==> src/rtl/matrix_load_sequencer.sv <==
// matrix_load_sequencer: streams operand blocks from a byte memory into the
// PADSTOP matrix core, honours the core's replay request, then sweeps the
// four result slots and emits each one on a strobed result stream.
module matrix_load_sequencer #(
    parameter  int BLOCK_LEN  = 32,
    parameter  int NUM_BLOCKS = 5,
    parameter  int ADDR_W     = 8,
    parameter  int READ_HOLD  = 2,
    localparam int BLK_W      = (NUM_BLOCKS > 1) ? $clog2(NUM_BLOCKS) : 1
) (
    input  logic              clk,
    input  logic              rst_n,
    input  logic              go,
    output logic              busy,
    output logic              done,
    output logic [ADDR_W-1:0] mem_addr,
    input  logic [7:0]        mem_rdata,
    output logic              core_start,
    output logic [7:0]        X_load,
    input  logic              input_load_en,
    input  logic              Xload_done,
    output logic [1:0]        P_sel,
    input  logic [8:0]        P_out,
    output logic              res_valid,
    output logic [8:0]        res_data,
    output logic [BLK_W-1:0]  res_block,
    output logic [1:0]        res_idx
);

    localparam int OFF_W  = (BLOCK_LEN > 1) ? $clog2(BLOCK_LEN) : 1;
    localparam int HOLD_W = (READ_HOLD > 1) ? $clog2(READ_HOLD) : 1;

    localparam logic [OFF_W-1:0]  OFF_LAST  = OFF_W'(BLOCK_LEN - 1);
    localparam logic [HOLD_W-1:0] HOLD_LAST = HOLD_W'(READ_HOLD - 1);
    localparam logic [BLK_W-1:0]  BLK_LAST  = BLK_W'(NUM_BLOCKS - 1);

    typedef enum logic [2:0] {IDLE, START, LOAD, READ, DONE} state_t;

    typedef struct packed {
        logic [8:0]       data;
        logic [BLK_W-1:0] blk;
        logic [1:0]       idx;
    } res_t;

    state_t              state, state_nxt;
    logic [ADDR_W-1:0]   base_ptr, base_nxt;
    logic [OFF_W-1:0]    offset, off_nxt;
    logic [BLK_W-1:0]    blk, blk_nxt;
    logic [HOLD_W-1:0]   hold_cnt, hold_nxt;
    logic [1:0]          psel_nxt;
    logic [7:0]          xload_nxt;
    logic [ADDR_W-1:0]   addr_nxt;
    logic                cs_nxt;
    logic                rv_nxt;
    res_t                res_q, res_nxt;

    assign busy      = (state != IDLE) && (state != DONE);
    assign done      = (state == DONE);
    assign res_data  = res_q.data;
    assign res_block = res_q.blk;
    assign res_idx   = res_q.idx;

    // Next-state and next-register values; mem_addr is precomputed so the
    // registered address always tracks base_ptr+offset with no lag.
    always_comb begin
        state_nxt = state;
        base_nxt  = base_ptr;
        off_nxt   = offset;
        blk_nxt   = blk;
        hold_nxt  = hold_cnt;
        psel_nxt  = P_sel;
        xload_nxt = X_load;
        rv_nxt    = 1'b0;
        res_nxt   = res_q;
        case (state)
            IDLE: begin
                if (go) begin
                    state_nxt = START;
                    base_nxt  = '0;
                    off_nxt   = '0;
                    blk_nxt   = '0;
                    hold_nxt  = '0;
                    psel_nxt  = '0;
                end
            end
            START: state_nxt = LOAD;
            LOAD: begin
                if (input_load_en) begin
                    // end-of-block wins over a coincident replay request
                    if (offset == OFF_LAST) begin
                        xload_nxt = mem_rdata;
                        off_nxt   = '0;
                        hold_nxt  = '0;
                        psel_nxt  = '0;
                        state_nxt = READ;
                    end else if (Xload_done) begin
                        off_nxt   = '0;
                    end else begin
                        xload_nxt = mem_rdata;
                        off_nxt   = offset + OFF_W'(1);
                    end
                end
            end
            READ: begin
                if (hold_cnt == HOLD_LAST) begin
                    rv_nxt       = 1'b1;
                    res_nxt.data = P_out;
                    res_nxt.blk  = blk;
                    res_nxt.idx  = P_sel;
                    hold_nxt     = '0;
                    psel_nxt     = P_sel + 2'd1;
                    if (P_sel == 2'd3) begin
                        if (blk == BLK_LAST) begin
                            state_nxt = DONE;
                        end else begin
                            blk_nxt   = blk + BLK_W'(1);
                            base_nxt  = base_ptr + ADDR_W'(BLOCK_LEN);
                            state_nxt = LOAD;
                        end
                    end
                end else begin
                    hold_nxt = hold_cnt + HOLD_W'(1);
                end
            end
            DONE: begin
                xload_nxt = '0;
                if (!go) state_nxt = IDLE;
            end
            default: state_nxt = IDLE;
        endcase
        // X_load and core_start already reflect DONE in its first cycle
        if (state_nxt == DONE) xload_nxt = '0;
        cs_nxt   = (state_nxt == START) || (state_nxt == LOAD) || (state_nxt == READ);
        addr_nxt = base_nxt + ADDR_W'(off_nxt);
    end

    // State and datapath registers with synchronous active-low reset.
    always_ff @(posedge clk) begin
        if (!rst_n) begin
            state      <= IDLE;
            base_ptr   <= '0;
            offset     <= '0;
            blk        <= '0;
            hold_cnt   <= '0;
            P_sel      <= '0;
            X_load     <= '0;
            mem_addr   <= '0;
            core_start <= 1'b0;
            res_valid  <= 1'b0;
            res_q      <= '0;
        end else begin
            state      <= state_nxt;
            base_ptr   <= base_nxt;
            offset     <= off_nxt;
            blk        <= blk_nxt;
            hold_cnt   <= hold_nxt;
            P_sel      <= psel_nxt;
            X_load     <= xload_nxt;
            mem_addr   <= addr_nxt;
            core_start <= cs_nxt;
            res_valid  <= rv_nxt;
            res_q      <= res_nxt;
        end
    end

endmodule
==> config.mk <==
export PLATFORM = sky130hd
export DESIGN_NAME = matrix_load_sequencer
export DESIGN_NICKNAME = d
export VERILOG_FILES = /design/src/rtl/matrix_load_sequencer.sv
export SDC_FILE = /design/constraint.sdc
export NUM_CORES = 1
export LEC_CHECK = 0
export BUFFER_PORTS_ARGS = -buffer_cell sky130_fd_sc_hd__buf_2
export CAP_MARGIN = 20
export CORE_ASPECT_RATIO = 0.75
export CORE_MARGIN = 2
export CORE_UTILIZATION = 53
export DETAILED_ROUTE_END_ITERATION = 10
export GPL_TIMING_DRIVEN = 1
export PLACE_DENSITY = 0.8
export SETUP_SLACK_MARGIN = 0.1
export SLEW_MARGIN = 25
export SYNTH_ARGS = -nofsm -noshare
export SYNTH_HDL_FRONTEND = slang
export SYNTH_SLANG_ARGS = --single-unit
==> constraint.sdc <==
create_clock -name clk -period 3.8 [get_ports clk]
set_clock_uncertainty 0.15 [all_clocks]
set_input_delay 0.38 -clock clk [delete_from_list [all_inputs] [get_ports clk]]
set_output_delay 0.38 -clock clk [all_outputs]
set_load 0.02 [all_outputs]
# Word level (Yosys, flattened, before mapping)
# Cells that the tools add are included.
[totals]
regBits = 54
input_bits = 22
output_inout_bits = 36
wordCells = 92
[op_classes]
n_addsub = 6
eq_ne = 19
mux = 38
n_bitwise = 1
n_reduce_logical = 15
[op_table]
columns = ["operator", "count"]
rows = [
  ["2-to-1 mux 8 bit", 7],
  ["2-to-1 mux 3 bit", 11],
  ["case mux 8 bit (2 select lines)", 2],
  ["2-to-1 mux 5 bit", 4],
  ["case mux 3 bit (5 select lines)", 1],
  ["equality test 3 x 2 -> 1 bit, second input constant", 4],
  ["inequality test 2 bit, second input constant", 6],
  ["case mux 5 bit (2 select lines)", 1],
  ["AND reduction 5 bit", 2],
  ["equality test 3 bit, second input constant", 3],
  ["adder 8 x 5 -> 8 bit", 1],
  ["adder 8 x 6 -> 8 bit, second input constant", 1],
  ["2-to-1 mux 2 bit", 4],
  ["equality test 3 x 1 -> 1 bit, second input constant", 2],
  ["inequality test 3 bit, second input constant", 2],
  ["case mux 2 bit (3 select lines)", 1],
  ["case mux 3 bit (2 select lines)", 1],
  ["nonzero test 3 bit", 2],
  ["adder 5 x 1 -> 5 bit, second input constant", 1],
  ["equality test 5 bit, second input constant", 1],
  ["2-to-1 mux 1 bit", 5],
  ["AND reduction 2 bit", 2],
  ["AND reduction 4 bit", 1],
  ["nonzero test 2 bit", 2],
  ["other kinds (11)", 12],
]

# Logic depth before layout (Yosys ltp)
# Gate-level depths: netlist of run 1.
[logic_depth]
word_depth = 8
ltp_mapped = 14
mapped_depth_nobuf = 14

# Least setup slack after synthesis of run 1
# OpenSTA, ideal clock, no wires.
[synth_timing]
kind = "reg2reg"
start = "reg offset[0]"
end = "reg mem_addr[6]"
setup_time_ps = 130
arrival_time_ps = 2537
t_required_ps = 3520
slack_ps = 982
path_stages_with_launch = 14
n_path_buf = 0
period_less_slack_ps = 2818
path_cell_list = "dfxtp_1 ha_1 and3_1 ha_1 nor2_1 and4_1 a22o_1 inv_2 fa_1 nor2b_1 o31a_1 nor2_1 nor3_1 nor3_2"
[synth_via]
elab_chain_cells = 6
elab_cells_between_ends = 8
cone_classes = "add/sub: 2; eq/ne: 1; mux: 5"
[synth_rtl]
columns = ["item", "line", "source"]
rows = [
  ["start: declaration", "47", "logic [OFF_W-1:0] offset, off_nxt;"],
  ["start signal: assignment", "154", "offset <= off_nxt;"],
  ["adder 5 x 1 -> 5 bit", "100", "off_nxt = offset + OFF_W'(1);"],
  ["2-to-1 mux 5 bit", "96", "end else if (Xload_done) begin"],
  ["2-to-1 mux 5 bit (*)", "90", "if (offset == OFF_LAST) begin"],
  ["2-to-1 mux 5 bit (*)", "88", "if (input_load_en) begin"],
  ["case mux 5 bit (2 select lines) (*)", "75", "case (state)"],
  ["named net off_nxt[1]", "47", ""],
  ["adder 8 x 5 -> 8 bit (*)", "134", "addr_nxt = base_nxt + ADDR_W'(off_nxt);"],
  ["end signal: assignment", "159", "mem_addr <= addr_nxt;"],
  ["end: declaration", "16", "output logic [ADDR_W-1:0] mem_addr,"],
]
# Mark *: on every way through the listed nets, which the timed path passes. The rest lies on a longest branch.
# A chain may end at the register's enable or synchronous reset.

# Worst setup path in the final report of run 1
[layout_timing]
start = "reg offset[0]"
end = "reg mem_addr[6]"
[layout_via]
elab_chain_cells = 6
elab_cells_between_ends = 8
cone_classes = "add/sub: 2; eq/ne: 1; mux: 5"
[layout_rtl]
columns = ["item", "line"]
rows = [
  ["adder 5 x 1 -> 5 bit", "100"],
  ["2-to-1 mux 5 bit", "96"],
  ["2-to-1 mux 5 bit", "90"],
  ["2-to-1 mux 5 bit", "88"],
  ["case mux 5 bit (2 select lines) (*)", "75"],
  ["named net off_nxt[0]", "47"],
  ["adder 8 x 5 -> 8 bit (*)", "134"],
]
# Marks and branches as above.

==> flow_summary.json, run 1 <==
{
  "dpl.hpwl_mm": 3.70,
  "clock_sinks": 54,
  "synth_edf_count": 0,
  "path_delay_family": "adder cells",
  "critPathSlowestCell": "fa_1",
  "globalRoute.totalOverflow": 0,
  "setup_tns_ns": 0,
  "synth_seq_cells": 54,
  "synthCells": 285,
  "fin_nets": 370,
  "cp_max_fo": 5,
  "p_sw_share_pct": 24.0,
  "place.gp.congestion": 0.830,
  "path_buf_inv": 1,
  "pwr-share-seq_pct": 59.1,
  "finalCriticalPeriod_ns": 3.18,
  "grt_antenna_before_repair": 0,
  "ir_drop_mv": 0.239,
  "crit_required_ns": 3.83,
  "cpMostUsedCell": "ha_1",
  "cts_resized": 0,
  "first_pass_iters": 4,
  "grt_pass1_vias": 1972,
  "wl_mm": 5.13,
  "power_switching_w": 0.000236,
  "cellPowerDensity_nw_per_um2": 345,
  "p_leak_nw": 1.29,
  "hold_viol_final": 0,
  "worst_skew_pair.late_latency_ns": 0.31,
  "h-tree-depth": 2,
  "cap_viol_max_count": 0,
  "p_comb_share_pct": 7.2,
  "finish.utilization_pct": 63.8,
  "grt_pass1_wl_mm": 8.65,
  "cts_hold_buf": 0,
  "postCtsSetupBuffers": 0,
  "r2r_slack_ns": 0.62,
  "die_h_um": 62.9,
  "worst_pin_slew_ns": 0.903,
  "yosys_warnings": 0,
  "num_rows": 21,
  "num_vias": 2080,
  "antenna_left": 0,
  "synth.avg_cell_area_um2": 8.61,
  "path_class": "reg -> reg",
  "final-setup-viol-count": 0,
  "min_path_type": "in -> reg",
  "outcome": "completed",
  "drive_above_1_share_pct": 22.3,
  "die-area_um2": 5200,
  "crit_arrival_ns": 3.21,
  "max-slew-margin-rel_pct": 39.4,
  "io_buffer_count": 57,
  "core_um2": 4470,
  "synth.yosys.seq_area_share_pct": 44.0,
  "p_int_w": 0.000746,
  "grt_start_max_net_pins": 32,
  "cts_tree": "done",
  "initial_utilization_pct": 55.0,
  "drt-initial-drc-count": 78,
  "fmax_ghz": 0.314,
  "clk_pin_slew_ns": 0.09,
  "track_usage_pct": 21.3,
  "cp_slowest_stage_delay_ns": 0.38,
  "yosysUniqueCellTypes": 49,
  "ys.flop_type": "dfxtp_1",
  "clkPwrFrac_pct": 33.7,
  "wire_per_inst_um": 13.0,
  "critPathLaunchType": "flop",
  "antennaDiodeCount": 0,
  "drcViolationCount": 0,
  "syn2layout_area_growth_pct": 16.0,
  "worstPathCellList": "ha_1 -> and3_1 -> ha_1 -> nor2_1 -> nand4_1 -> o21ai_1 -> ha_1 -> inv_1 -> fa_1 -> nor2b_1 -> o31a_1 -> nor2_1 -> nor3_1 -> nor3_2",
  "clockBufferDepth": 2,
  "cts_buffers": 5,
  "synthArstFlopShare_pct": 0,
  "viasPerCell": 5.28,
  "die_w_um": 82.6,
  "netlist_area_um2": 2450,
  "maxSlewViolCount": 0,
  "io_pins": 58,
  "period_share_pct": 83.7,
  "syn-num-nets": 319,
  "rsz0062_at_grt": "false",
  "cts_root_buffer": "clkbuf_8",
  "crit_path_end_kind": "flop"
}
==> tightest hold or removal path, delay by kind of cell <==
kind                   cells  cell delay, ns
buffers and inverters      1            0.10
AND/OR/NAND/NOR            1            0.04
AO/OA/AOI/OAI              1            0.05
==> flip-flops by register name, indices dropped and copies added, names as in the netlist, 3 cells and up <==
| signal | cells |
|---|---|
| res_block | 3 |
| res_data | 9 |
| state | 3 |
| blk | 3 |
| mem_addr | 8 |
| base_ptr | 8 |
| offset | 5 |
| X_load | 8 |
==> power groups by stage <==
stage	sequential (W)	combinational, W	clock [W]
after floorplan	0.000592	0.0000458	0
after global placement	0.000593	0.0000685	0
after detailed placement	0.000593	0.0000693	0
after CTS	0.000580	0.0000701	0.000335
after global routing	0.000582	0.0000773	0.000362
final	0.000580	0.0000706	0.000331
==> worst paths after layout <==
path | start | to | cells past startpoint
setup / recovery | offset[0] | mem_addr[6] | 14
hold / removal | P_out[0] | res_data[0] | 3
setup reg to reg | offset[0] | mem_addr[6] | 14
hold reg to reg | res_data[3] | res_data[3] | 2
==> placed cells by master, fill, tap and decap left out, types with 3 or more instances in the layout <==
master / count
buf_2: 57
dfxtp_1: 54
nand2_1: 42
nor2_1: 30
a21oi_1: 22
and2_1: 12
ha_1: 11
nor2b_1: 10
mux2i_1: 9
o21ai_0: 7
inv_1: 6
nand3_1: 6
clkbuf_8: 6
nand2b_1: 5
and3_1: 5
nor3_1: 5
a211oi_1: 4
a21o_1: 3
==> kinds of logic after synthesis <==
| group | count (synthesis) | share of synthesized area [%] |
|---|---|---|
| and+or+nand+nor | 130 | 26.2 |
| AOI/OAI and AO/OA | 55 | 14.4 |
| DFF | 54 | 44.0 |
| buffers and inverters | 22 | 3.92 |
| adders and majority gates | 12 | 6.42 |
| muxes | 10 | 4.28 |
| xor gates and xnor gates | 2 | 0.714 |
==> area by class of cell <==
| type | count | area, µm² |
|---|---|---|
| Inverter | 8 | 30.0 |
| Clock buffer | 6 | 82.6 |
| Clock inverter | 2 | 12.5 |
| Multi-Input combinational cell | 209 | 1280 |
| Tap cell | 57 | 71.3 |
| Fill cell | 388 | 1620 |
| Sequential cell | 54 | 1080 |
| Timing Repair Buffer | 58 | 293 |
==> metal layers <==
metal / track usage (%) / vias up / routed length (µm)
li1: - / 1070 / -
met1: 28.9 / 961 / 2500
met2: 34.0 / 45 / 2330
met3: 5.49 / 4 / 271
met4: 4.92 / 0 / 31
met5: 0 / - / 0
==> Yosys cell counts (3+ instances only) <==
cell type / number / area (µm²)
a21oi_1: 22 / 110
nor3_1: 5 / 25.0
dfxtp_1: 54 / 1080
nand3_1: 6 / 30.0
nand2_1: 42 / 158
nor2b_1: 10 / 62.6
inv_1: 7 / 26.3
a21o_1: 3 / 22.5
nor2_1: 30 / 113
and3_1: 5 / 31.3
nand2b_1: 5 / 31.3
ha_1: 11 / 138
o21ai_0: 7 / 35.0
a211oi_1: 4 / 30.0
mux2i_1: 9 / 90.1
and2_1: 12 / 75.1
clkbuf_1: 10 / 37.5
==> per-stage QoR <==
| stage | power [W] | instances | hold WS (ns) | instance area, µm² | setup WS [ns] |
|---|---|---|---|---|---|
| final | 0.000982 | 394 | 0.151 | 2850 | 0.619 |
| after global routing | 0.00102 | 394 | 0.155 | 2850 | 0.271 |
| after CTS | 0.000986 | 394 | 0.148 | 2850 | 0.621 |
| after detailed placement | 0.000663 | 386 | 0.297 | 2750 | 0.673 |
| after global placement | 0.000662 | 386 | 0.288 | 2750 | 0.804 |
| after floorplan | 0.000638 | 285 | 0.294 | 2450 | 0.982 |
No activity file was read; power rests on OpenSTA's default activity.
==> run 2, diff against run 1 <==
- clock period: 3.8 -> 3.32 ns (I/O delays scaled with it)
==> flow_summary.json, run 2 (synthesized netlist as in run 1, its figures left out) <==
{
  "clockBufferDepth": 2,
  "antenna_left": 0,
  "drt-initial-drc-count": 105,
  "final-setup-viol-count": 0,
  "viasPerCell": 5.33,
  "drive_above_1_share_pct": 24.5,
  "globalRoute.totalOverflow": 0,
  "core_um2": 4470,
  "cellPowerDensity_nw_per_um2": 438,
  "min_path_type": "in -> reg",
  "whs_ns": 0.106,
  "crit_path_end_kind": "flop",
  "worst_skew_pair.late_latency_ns": 0.31,
  "r2r_slack_ns": 0.24,
  "max-slew-margin-rel_pct": 58.2,
  "wire_per_inst_um": 13.1,
  "drcViolationCount": 0,
  "die_h_um": 62.9,
  "final_common_cell": "buf_2",
  "cts_resized": 0,
  "clock_sinks": 54,
  "die_w_um": 82.6,
  "cts_tree": "done",
  "nFillCells": 388,
  "num_rows": 21,
  "place_inst": 388,
  "ir_drop_mv": 0.215,
  "grt_antenna_before_repair": 0,
  "crit_start": "offset[0]",
  "crit_end": "mem_addr[5]",
  "fin_nets": 372,
  "crit_arrival_ns": 3.11,
  "multiInputGateArea_um2": 1300,
  "reg2reg_depth": 12,
  "track_usage_pct": 21.2,
  "stdcell_count": 396,
  "hold_viol_final": 0,
  "dpl.hpwl_mm": 3.75,
  "place.gp.congestion": 0.821,
  "cts_buffers": 5,
  "cp_max_fo": 5,
  "largest_reg_flops": 9,
  "path_class": "reg -> reg",
  "crit_required_ns": 3.35,
  "io_pins": 58,
  "grt_pass1_vias": 1944,
  "p_leak_nw": 1.32,
  "finalCriticalPeriod_ns": 3.08,
  "period_share_pct": 92.6,
  "cap_viol_max_count": 0,
  "setup_tns_ns": 0,
  "regArea_um2": 1080,
  "critPathLaunchType": "flop",
  "r2r-end": "mem_addr[5]",
  "maxSlewViolCount": 0,
  "h-tree-depth": 2,
  "wl_mm": 5.21,
  "cts_root_buffer": "clkbuf_8",
  "postCtsSetupBuffers": 0,
  "layout_common_cells": "57 x buf_2, 54 x dfxtp_1, 42 x nand2_1, 29 x nor2_1, 21 x a21oi_1",
  "grt_start_max_net_pins": 21,
  "antennaDiodeCount": 0,
  "r2r-start": "offset[0]",
  "worst_pin_slew_ns": 0.627,
  "clk_pin_slew_ns": 0.10,
  "syn2layout_area_growth_pct": 19.4,
  "rsz0062_at_grt": "true",
  "io_buffer_count": 57,
  "outcome": "completed",
  "cts_hold_buf": 0,
  "fmax_ghz": 0.325,
  "num_vias": 2112,
  "grt_pass1_wl_mm": 8.62,
  "first_pass_iters": 4,
  "initial_utilization_pct": 55.0,
  "finish.utilization_pct": 65.6,
  "die-area_um2": 5200
}
## run 2: changes by cell type in the layout (fill, tap and decap cells not counted), sizes merged
cell      change
clkinvlp      -1
buf           +2
clkinv        -2
inv           +1
bufinv        +2
## run 2: routing by layer
| metal | routed length, µm | GRT usage (%) |
|---|---|---|
| met5 | 0 | 0 |
| met4 | 41 | 5.74 |
| met3 | 246 | 4.48 |
| met2 | 2370 | 34.0 |
| met1 | 2550 | 28.7 |
## run 2: report_power, final
| group | total [W] | switching (W) | internal (W) |
|---|---|---|---|
| clock network | 0.000538 | 0.000216 | 0.000322 |
| logic | 0.0000813 | 0.0000480 | 0.0000333 |
| registers | 0.000664 | 0.0000104 | 0.000654 |
| total | 0.00128 | 0.000275 | 0.00101 |
## run 2: through the flow
stage / cell area (µm²) / worst slack [ns] / power [W]
after floorplan: 2450 / 0.502 / 0.000730
after global placement: 2770 / 0.349 / 0.000758
after detailed placement: 2770 / 0.209 / 0.000759
after CTS: 2910 / 0.164 / 0.00129
after global routing: 2930 / 0.0379 / 0.00132
final: 2930 / 0.245 / 0.00128
## run 2: how the worst min path moves through the flow
stage	start	to	slack, ns	cells after the start
after floorplan	base_ptr[0]	base_ptr[0]	0.29	1
after global placement	res_data[3]	res_data[3]	0.29	2
after detailed placement	res_idx[1]	res_idx[1]	0.30	2
after CTS	P_out[6]	res_data[6]	0.11	3
after global routing	P_out[6]	res_data[6]	0.11	3
final	P_out[6]	res_data[6]	0.11	3
## run 2: worst max-delay path: stages (launching register included)
cell	delay (ns)
dfxtp_1	0.40
ha_1	0.20
and3_1	0.18
ha_1	0.25
nor2_2	0.07
and4_1	0.23
a22o_1	0.26
ha_1	0.34
a211oi_1	0.31
o21bai_1	0.14
a21oi_2	0.23
xnor2_1	0.14
nor2_1	0.05
## run 2: final cells by class
class,count,share of cell area [%]
clock buffer,6,2.82
multi-input combinational,209,44.3
inverter,8,1.02
tap,57,2.43
sequential,54,36.9
timing repair buffer,60,10.5
clock inverter,2,2.05
==> run 3, diff against run 2 <==
- ABC_AREA: unset -> 1
- RECOVER_POWER: unset -> 100
==> flow_summary.json, run 3 <==
{
  "p_leak_nw": 1.33,
  "syn2layout_area_growth_pct": 11.7,
  "path_buf_inv": 4,
  "grt_start_max_net_pins": 28,
  "viasPerCell": 5.08,
  "ir_drop_mv": 0.317,
  "fmax_ghz": 0.346,
  "wl_mm": 5.12,
  "path_class": "reg -> reg",
  "layout_common_cells": "60 x nand2_1, 54 x dfxtp_1, 52 x nor2_1, 39 x inv_1, 36 x clkbuf_1",
  "antenna_left": 0,
  "clk_pin_slew_ns": 0.09,
  "num_vias": 2242,
  "cpMostUsedCell": "inv_1",
  "pwr-share-seq_pct": 60.2,
  "cellPowerDensity_nw_per_um2": 391,
  "io_pins": 58,
  "synth_edf_count": 0,
  "crit_path_end_kind": "flop",
  "die_w_um": 83.5,
  "wire_per_inst_um": 11.6,
  "synthTopCellsByCount": "57 x nand2_1, 54 x dfxtp_1, 48 x nor2_1",
  "track_usage_pct": 20.1,
  "max-slew-margin-rel_pct": 39.8,
  "synth.yosys.seq_area_share_pct": 43.0,
  "grt_pass1_wl_mm": 8.76,
  "synthCells": 327,
  "netlist_area_um2": 2510,
  "cp_slowest_stage_delay_ns": 0.38,
  "num_rows": 21,
  "synthArstFlopShare_pct": 0,
  "yosys_warnings": 0,
  "cts_buffers": 5,
  "ys.flop_type": "dfxtp_1",
  "pre_cts_ws_ns": 0.521,
  "drcViolationCount": 0,
  "postCtsSetupBuffers": 0,
  "cts_root_buffer": "clkbuf_8",
  "min_from": "P_out[7]",
  "synth.avg_cell_area_um2": 7.68,
  "antennaDiodeCount": 0,
  "p_comb_share_pct": 8.1,
  "path_delay_family": "simple AND/OR/NAND/NOR gates",
  "yosysUniqueCellTypes": 31,
  "synth.most_common_cell": "nand2_1",
  "initial_utilization_pct": 55.6,
  "globalRoute.totalOverflow": 0,
  "synth_top_area_share_pct": 43.0,
  "largest_reg_flops": 9,
  "worst_slack_ns": 0.428,
  "worstPathCellList": "nor2_1 -> nand2_1 -> nor2_1 -> nand2_2 -> inv_1 -> nor2_1 -> a21oi_1 -> ha_1 -> inv_1 -> fa_1 -> inv_1 -> nand3_1 -> nand2_1 -> a21o_1 -> nand3_1 -> nand2_1 -> inv_1",
  "drt-initial-drc-count": 112,
  "worst_skew_pair.late_latency_ns": 0.31,
  "clkPwrFrac_pct": 31.7,
  "grt_antenna_before_repair": 0,
  "clock_sinks": 54,
  "cap_viol_max_count": 0,
  "critPathLaunchType": "flop",
  "crit_start": "state[0]",
  "final-setup-viol-count": 0,
  "stdcell_count": 441,
  "yosys-top-cells-area": "dfxtp_1 43%, nand2_1 8.5%, nor2_1 7.2%",
  "fin_nets": 418,
  "cts_resized": 0,
  "final_common_cell": "nand2_1",
  "clockBufferDepth": 2,
  "outcome": "completed",
  "core_um2": 4520,
  "first_pass_iters": 4,
  "critPathSlowestCell": "dfxtp_1",
  "io_buffer_count": 57,
  "maxSlewViolCount": 0,
  "cp_max_fo": 6,
  "p_sw_share_pct": 24.9,
  "cts_tree": "done",
  "rsz0062_at_grt": "false",
  "finalCriticalPeriod_ns": 2.89,
  "r2r-start": "state[0]",
  "hold_viol_final": 0,
  "grt_pass1_vias": 2051,
  "worst_pin_slew_ns": 0.894,
  "power_switching_w": 0.000273,
  "drive_above_1_share_pct": 12.0,
  "crit_required_ns": 3.38,
  "period_share_pct": 87.1,
  "die_h_um": 63.6,
  "crit_arrival_ns": 2.96,
  "synth_seq_cells": 54,
  "p_int_w": 0.000825,
  "place_inst": 434,
  "place.gp.congestion": 0.874,
  "dpl.hpwl_mm": 3.80,
  "syn-num-nets": 361,
  "cts_hold_buf": 0,
  "finish.utilization_pct": 62.1,
  "setup_tns_ns": 0,
  "die-area_um2": 5310,
  "yosys.area.top_type": "dfxtp_1",
  "h-tree-depth": 2,
  "min_path_type": "in -> reg"
}
## run 3: logic make-up after synthesis
| logic type | share of synthesized area, % |
|---|---|
| adder cells (fa/ha/maj) | 6.27 |
| AND/OR/NAND/NOR | 27.4 |
| flip-flops | 43.0 |
| XOR/XNOR | 0.349 |
| buffers and inverters | 7.87 |
| AO/OA/AOI/OAI | 15.1 |
## run 3: path summary, 6_finish.rpt
path / slack [ns] / cells past startpoint / to
setup / recovery: 0.43 / 17 / mem_addr[6]
hold / removal: 0.09 / 3 / res_data[7]
setup reg to reg: 0.43 / 17 / mem_addr[6]
hold reg to reg: 0.30 / 2 / base_ptr[3]
## run 3: metal layers
layer	share of wire, %	GRT usage, %	wire length [µm]	up-vias
li1	-	-	-	1171
met1	49	26.1	2490	1009
met2	45	32.9	2280	53
met3	5.3	4.72	273	9
met4	1.4	7.26	74	0
met5	0	0	0	-
## run 3: layout make-up
| class | instances | area (µm²) |
|---|---|---|
| clock buffer | 5 | 68.8 |
| clock inverter | 2 | 10.0 |
| fill | 459 | 1710 |
| inverter | 40 | 150 |
| multi-input combinational | 224 | 1170 |
| sequential | 54 | 1080 |
| tap | 57 | 71.3 |
| timing repair buffer | 59 | 253 |
## run 3: power groups by stage
stage	Combinational [W]	Sequential, W	Clock (W)
final	0.0000892	0.000661	0.000348
after global routing	0.0000993	0.000662	0.000380
after CTS	0.0000967	0.000662	0.000359
after detailed placement	0.0000963	0.000677	0
after global placement	0.0000952	0.000677	0
after floorplan	0.0000593	0.000682	0
## run 3: per-stage QoR
stage | power (W) | area, µm² | hold slack (ns)
after floorplan | 0.000742 | 2510 | 0.275
after global placement | 0.000772 | 2840 | 0.288
after detailed placement | 0.000774 | 2840 | 0.288
after CTS | 0.00112 | 2920 | 0.0881
after global routing | 0.00114 | 2810 | 0.112
final | 0.00110 | 2810 | 0.0926
## run 3: worst reg2reg max path, cell delays in order, from the launching register on
cell     delay (ns)
dfxtp_1        0.38
nor2_1         0.29
nand2_1        0.19
nor2_1         0.18
nand2_2        0.08
inv_1          0.11
nor2_1         0.05
a21oi_1        0.19
ha_1           0.21
inv_1          0.07
fa_1           0.35
inv_1          0.09
nand3_1        0.07
nand2_1        0.10
a21o_1         0.13
nand3_1        0.07
nand2_1        0.06
inv_1          0.03
